`src/rtl/axilite_master_engine.sv`:
```
// AXI-Lite master that turns single-cycle backend read/write commands into complete
// AXI-Lite transactions, with response error reporting and a per-state timeout.
module axilite_master_engine #(
  parameter int ADDR_W      = 12,
  parameter int DATA_W      = 32,
  parameter int TIMEOUT_CYC = 256
) (
  input  logic                axi_aclk,
  input  logic                axi_aresetn,
  output logic                axi_awvalid,
  output logic [ADDR_W-1:0]   axi_awaddr,
  input  logic                axi_awready,
  output logic                axi_wvalid,
  output logic [DATA_W-1:0]   axi_wdata,
  output logic [DATA_W/8-1:0] axi_wstrb,
  input  logic                axi_wready,
  input  logic                axi_bvalid,
  input  logic [1:0]          axi_bresp,
  output logic                axi_bready,
  output logic                axi_arvalid,
  output logic [ADDR_W-1:0]   axi_araddr,
  input  logic                axi_arready,
  input  logic                axi_rvalid,
  input  logic [DATA_W-1:0]   axi_rdata,
  input  logic [1:0]          axi_rresp,
  output logic                axi_rready,
  input  logic                bk_wstart,
  input  logic [ADDR_W-1:0]   bk_waddr,
  input  logic [DATA_W-1:0]   bk_wdata,
  input  logic [DATA_W/8-1:0] bk_wstrb,
  output logic                bk_wdone,
  output logic                bk_werr,
  input  logic                bk_rstart,
  input  logic [ADDR_W-1:0]   bk_raddr,
  output logic [DATA_W-1:0]   bk_rdata,
  output logic                bk_rdone,
  output logic                bk_rerr,
  output logic                bk_busy
);

  localparam int STRB_W = DATA_W / 8;
  localparam int CNT_W  = (TIMEOUT_CYC > 1) ? $clog2(TIMEOUT_CYC) : 1;

  typedef enum logic [2:0] {IDLE, WR_REQ, WR_RESP, RD_REQ, RD_RESP} state_t;

  state_t              state_q, state_d;
  logic [CNT_W-1:0]    cnt_q, cnt_d;
  logic                fin_q, fin_d;
  logic                err_q, err_d;
  logic                awValid_q, awValid_d;
  logic                wValid_q, wValid_d;
  logic                bReady_q, bReady_d;
  logic                arValid_q, arValid_d;
  logic                rReady_q, rReady_d;
  logic [ADDR_W-1:0]   awAddr_q, awAddr_d;
  logic [DATA_W-1:0]   wData_q, wData_d;
  logic [STRB_W-1:0]   wStrb_q, wStrb_d;
  logic [ADDR_W-1:0]   arAddr_q, arAddr_d;
  logic                rdQueued_q, rdQueued_d;
  logic [DATA_W-1:0]   rCap_q, rCap_d;
  logic [DATA_W-1:0]   rData_q, rData_d;
  logic                wDone_q, wDone_d;
  logic                wErr_q, wErr_d;
  logic                rDone_q, rDone_d;
  logic                rErr_q, rErr_d;
  logic                busy_q, busy_d;
  logic                timeoutHit;
  logic                awPending;
  logic                wPending;

  assign timeoutHit = (TIMEOUT_CYC != 0) && (cnt_q == CNT_W'(TIMEOUT_CYC - 1));
  assign awPending  = awValid_q && !axi_awready;
  assign wPending   = wValid_q && !axi_wready;

  // fin_q marks the one cycle between the final handshake (or abort) and the done pulse
  always_comb begin
    state_d    = state_q;
    cnt_d      = cnt_q;
    fin_d      = fin_q;
    err_d      = err_q;
    awValid_d  = awValid_q;
    wValid_d   = wValid_q;
    bReady_d   = bReady_q;
    arValid_d  = arValid_q;
    rReady_d   = rReady_q;
    awAddr_d   = awAddr_q;
    wData_d    = wData_q;
    wStrb_d    = wStrb_q;
    arAddr_d   = arAddr_q;
    rdQueued_d = rdQueued_q;
    rCap_d     = rCap_q;
    rData_d    = rData_q;
    wDone_d    = 1'b0;
    wErr_d     = 1'b0;
    rDone_d    = 1'b0;
    rErr_d     = 1'b0;

    if (fin_q) begin
      fin_d   = 1'b0;
      state_d = IDLE;
      if (state_q == WR_REQ || state_q == WR_RESP) begin
        wDone_d = 1'b1;
        wErr_d  = err_q;
      end else begin
        rDone_d = 1'b1;
        rErr_d  = err_q;
        rData_d = rCap_q;
      end
    end else begin
      case (state_q)
        IDLE: begin
          if (rdQueued_q) begin
            state_d    = RD_REQ;
            arValid_d  = 1'b1;
            rdQueued_d = 1'b0;
          end else if (!busy_q) begin
            if (bk_wstart) begin
              state_d   = WR_REQ;
              awValid_d = 1'b1;
              wValid_d  = 1'b1;
              awAddr_d  = bk_waddr;
              wData_d   = bk_wdata;
              wStrb_d   = bk_wstrb;
              if (bk_rstart) begin
                rdQueued_d = 1'b1;
                arAddr_d   = bk_raddr;
              end
            end else if (bk_rstart) begin
              state_d   = RD_REQ;
              arValid_d = 1'b1;
              arAddr_d  = bk_raddr;
            end
          end
        end
        WR_REQ: begin
          if (awValid_q && axi_awready) awValid_d = 1'b0;
          if (wValid_q && axi_wready) wValid_d = 1'b0;
          if (!awPending && !wPending) begin
            state_d  = WR_RESP;
            bReady_d = 1'b1;
          end else if (timeoutHit) begin
            awValid_d = 1'b0;
            wValid_d  = 1'b0;
            fin_d     = 1'b1;
            err_d     = 1'b1;
          end
        end
        WR_RESP: begin
          if (axi_bvalid && bReady_q) begin
            bReady_d = 1'b0;
            fin_d    = 1'b1;
            err_d    = (axi_bresp != 2'b00);
          end else if (timeoutHit) begin
            bReady_d = 1'b0;
            fin_d    = 1'b1;
            err_d    = 1'b1;
          end
        end
        RD_REQ: begin
          if (arValid_q && axi_arready) begin
            arValid_d = 1'b0;
            state_d   = RD_RESP;
            rReady_d  = 1'b1;
          end else if (timeoutHit) begin
            arValid_d = 1'b0;
            fin_d     = 1'b1;
            err_d     = 1'b1;
            rCap_d    = '0;
          end
        end
        RD_RESP: begin
          if (axi_rvalid && rReady_q) begin
            rReady_d = 1'b0;
            fin_d    = 1'b1;
            err_d    = (axi_rresp != 2'b00);
            rCap_d   = axi_rdata;
          end else if (timeoutHit) begin
            rReady_d = 1'b0;
            fin_d    = 1'b1;
            err_d    = 1'b1;
            rCap_d   = '0;
          end
        end
        default: state_d = IDLE;
      endcase
    end

    if (state_d != state_q) begin
      cnt_d = '0;
    end else if (state_q != IDLE) begin
      cnt_d = cnt_q + CNT_W'(1);
    end

    busy_d = (state_d != IDLE) || rdQueued_d;
  end

  always_ff @(posedge axi_aclk or negedge axi_aresetn) begin
    if (!axi_aresetn) begin
      state_q    <= IDLE;
      cnt_q      <= '0;
      fin_q      <= 1'b0;
      err_q      <= 1'b0;
      awValid_q  <= 1'b0;
      wValid_q   <= 1'b0;
      bReady_q   <= 1'b0;
      arValid_q  <= 1'b0;
      rReady_q   <= 1'b0;
      awAddr_q   <= '0;
      wData_q    <= '0;
      wStrb_q    <= '0;
      arAddr_q   <= '0;
      rdQueued_q <= 1'b0;
      rCap_q     <= '0;
      rData_q    <= '0;
      wDone_q    <= 1'b0;
      wErr_q     <= 1'b0;
      rDone_q    <= 1'b0;
      rErr_q     <= 1'b0;
      busy_q     <= 1'b0;
    end else begin
      state_q    <= state_d;
      cnt_q      <= cnt_d;
      fin_q      <= fin_d;
      err_q      <= err_d;
      awValid_q  <= awValid_d;
      wValid_q   <= wValid_d;
      bReady_q   <= bReady_d;
      arValid_q  <= arValid_d;
      rReady_q   <= rReady_d;
      awAddr_q   <= awAddr_d;
      wData_q    <= wData_d;
      wStrb_q    <= wStrb_d;
      arAddr_q   <= arAddr_d;
      rdQueued_q <= rdQueued_d;
      rCap_q     <= rCap_d;
      rData_q    <= rData_d;
      wDone_q    <= wDone_d;
      wErr_q     <= wErr_d;
      rDone_q    <= rDone_d;
      rErr_q     <= rErr_d;
      busy_q     <= busy_d;
    end
  end

  assign axi_awvalid = awValid_q;
  assign axi_awaddr  = awAddr_q;
  assign axi_wvalid  = wValid_q;
  assign axi_wdata   = wData_q;
  assign axi_wstrb   = wStrb_q;
  assign axi_bready  = bReady_q;
  assign axi_arvalid = arValid_q;
  assign axi_araddr  = arAddr_q;
  assign axi_rready  = rReady_q;
  assign bk_wdone    = wDone_q;
  assign bk_werr     = wErr_q;
  assign bk_rdata    = rData_q;
  assign bk_rdone    = rDone_q;
  assign bk_rerr     = rErr_q;
  assign bk_busy     = busy_q;

endmodule

```
`config.mk`:
```
export PLATFORM = sky130hd
export DESIGN_NAME = axilite_master_engine
export DESIGN_NICKNAME = d
export VERILOG_FILES = /design/src/rtl/axilite_master_engine.sv
export SDC_FILE = /design/constraint.sdc
export NUM_CORES = 1
export LEC_CHECK = 0
export BUFFER_PORTS_ARGS = -buffer_cell sky130_fd_sc_hd__buf_2
export CORE_UTILIZATION = 45
export CTS_BUF_LIST = sky130_fd_sc_hd__clkbuf_16
export CTS_CLUSTER_DIAMETER = 80
export DETAILED_ROUTE_END_ITERATION = 7
export PLACE_DENSITY_LB_ADDON = 0.12
export SLEW_MARGIN = 20
export SYNTH_ARGS = -nofsm -noshare
export SYNTH_HDL_FRONTEND = slang
export SYNTH_SLANG_ARGS = --single-unit
```
`constraint.sdc`:
```
create_clock -name axi_aclk -period 1.8 [get_ports axi_aclk]
set_input_delay 0.09 -clock axi_aclk [delete_from_list [all_inputs] [get_ports axi_aclk]]
set_output_delay 0.09 -clock axi_aclk [all_outputs]
set_load 0.01 [all_outputs]
```
==> results.toml <==
[timing]
finalSetupViolations = 26
max_freq_mhz = 546
tightest_slew_ps = 481
period_share = 1.02
slew_headroom = 0.679
fin_skew_ps = 6.50
hold_ws_ps = 21.0
fin_crit_ps = 1830
rsz0062_at_grt = "true"
finalMaxSlewViolations = 0
setup_ws_ps = -32.0
hold_viol = 0

[synthesis]
yosysMostFrequentCell = "dfrtp_1"
yosysSeqAreaShare = 0.642
synth_area_leaders = "dfrtp_1 64%, mux2_2 18%, a22o_1 4.9%"
synth-seq-cells = 148
synthArstFlopShare = 1.00
synth_fa_ha_area_frac = 0.00217
yosysWarnings = 0
synth_enable_flop_cells = 0
synth-simple-area-share = 0.0625
synth_top_family_by_area = "multiplexers"
syn_inst = 408
yosysTopAreaCellShare = 0.642
synth_xor_area_frac = 0.0106
synthFlopType = "dfrtp_1"
yosys-mux-area-fraction = 0.182
synth_top_cell_by_area = "dfrtp_1"
yosysUniqueCellTypes = 36
syn_area_mm2 = 0.00577
ys_top_cells_by_count = "148 x dfrtp_1, 93 x mux2_2, 32 x a22o_1"
syn_nets = 514
syn_area_per_cell_um2 = 14.1
synth-compound-area-share = 0.0800

[worst_setup_path]
r2r-start = "state_q[2]"
worstSetupStartpoint = "state_q[2]"
cpPeakStageDelay_ps = 430
worstPathRequired_ps = 2090
critical_path.cell_chain = "or3_4 -> nor4_4 -> nand2_4 -> buf_12 -> mux2_2"
cp-start-kind = "flip-flop"
worstPathMaxFanout = 25
critPathSlowestCell = "or3_4"
cpLargestDelayFamily = "simple AND/OR/NAND/NOR gates"
crit_arrival_ps = 2130
crit_buf_inv = 1
critPathCaptureType = "flip-flop"
path_class = "reg2reg"

[grt]
antenna_found_initial = 0
grt_overflow = 0
grt_use_total = 0.235
grt_max_degree = 51
grt_pass1_vias = 4685
grt_pass1_wl_um = 23500

[floorplanning]
die_w_um = 115
dieArea_mm2 = 0.0133
dieHeight_um = 115
ios = 207
rows = 40
initial_core_util = 0.470
core_mm2 = 0.0123

[clock_network]
clk-insertion-delay-late_ps = 410
cts_made_buffers = 17
cts-root-buf = "clkbuf_16"
clk_pin_slew_ps = 60
cts_tree = "done"
clk_path_buf_depth = 2
htree_levels = 4
cts_sinks = 148

[finish]
area.growth.synth_to_final_pct = 53.8
drive_gt1_frac = 0.490
final_nets = 839
fill_cells = 851
fin_util = 0.724

[detailed_routing]
route.detailed.drc = 0
num_vias = 4538
drt-pass1-iter-count = 5
first_iter_violations = 234
routed_wl_um = 15800
viasPerCell = 4.96
postRouteAntennaNets = 0
post_drt_wl_per_cell_um = 17.3

[min_path]
holdCritPathClass = "in2reg"
holdCritStartpoint = "axi_awready"

[status]
outcome = "complete, but fails checks"
violations = "setup timing"

[power]
power.leakage_uw = 0.00455
powerDensity_mw_per_mm2 = 1350
ir_worst_vdd_mv = 0.766

[placement]
hpwl_um = 9170
gp_congestion = 0.844
place_ws_ps = -67.5
port_buffers = 206

[job]
cap_violations = 0
logic make-up (layout without fill, tap and decap cells):
logic type | count (synthesis) | after routing
AND/OR/NAND/NOR | 70 | 70
multiplexers | 93 | 93
flip-flops | 148 | 148
adder cells (fa/ha/maj) | 1 | 1
AO/OA/AOI/OAI | 62 | 62
other | 0 | 2
XOR/XNOR | 7 | 7
buffers and inverters | 27 | 364
power by group:
part	switching, uW	internal (uW)	leakage (uW)	total, uW
Sequential	533	4230	0.00193	4770
Combinational	1890	2060	0.00235	3950
Clock	1310	1990	0.000273	3300
Total	3720	8290	0.00455	12000
tightest hold or removal path, cell delays in order:
cell	delay (ps)
buf_2	90
nor2_1	40
o21ai_0	130
nand2_1	50
layout by cell type (no fill, tap or decap), types with 8 or more instances in the layout:
cell type and count:
a22o_1 32, inv_1 8, nand2_1 10, dfrtp_1 148, nor2_1 23, o21ai_0 8, clkbuf_16 21, buf_4 13
dlygate4sd3_1 93, mux2_2 91, buf_2 205
layer usage:
metal / track usage / wire (um) / vias to the layer above
met1: 0.279 / 6460 / 2215
met3: 0.0691 / 1020 / 25
met5: 0 / 0 / -
met2: 0.401 / 8060 / 184
li1: - / - / 2114
met4: 0.0961 / 306 / 0
stage by stage:
step / cells / cell area (um^2) / power [uW] / setup TNS [ps]
3_3_place_gp: 781 / 7170 / 8180 / -6.78
6_report: 915 / 8870 / 12000 / -431
5_1_grt: 913 / 8870 / 12700 / -4560
3_5_place_dp: 781 / 7170 / 8290 / -1160
4_1_cts: 906 / 8700 / 11800 / -8.04
2_1_floorplan: 408 / 5810 / 6810 / -38.2
path summary, 6_finish.rpt:
check	slack, ps	endpoint	cells after the start
min	20	axi_awvalid	4
max in group asynchronous	970	axi_wdata[23]	3
min in group asynchronous	190	axi_awaddr[3]	2
max	-30	axi_wdata[0]	5
min reg2reg	490	bk_werr	1
max reg2reg	-30	axi_wdata[0]	5
what timing repair did:
action / 4_1_cts / 5_1_grt
resized for setup: 6 / 11
setup buffers: 0 / 1
setup endpoints to repair: 113 / 117
cloned: 1 / 6
endpoints found under the hold margin: 137 / 0
hold buffers: 93 / 0
pin swaps: 0 / 3
registers in the layout, indices dropped and copies added (netlist names), 3 cells and up:
name and cells:
state_q 3, rCap_q 32, cnt_q 8, axi_araddr 12, axi_wdata 32, axi_wstrb 4, axi_awaddr 12, bk_rdata 32
final cells by class:
cell class | instances | area (um^2) | area share
diodes | 2 | 5.00 | 0.000564
clock buffers | 17 | 425 | 0.0479
clock inverters | 14 | 121 | 0.0137
inverters | 6 | 22.5 | 0.00254
multi-input cells | 233 | 2020 | 0.227
flip-flops and latches | 148 | 3700 | 0.417
well taps | 168 | 210 | 0.0237
repair buffers | 327 | 2370 | 0.267
Power figures use the tool's default switching activity.
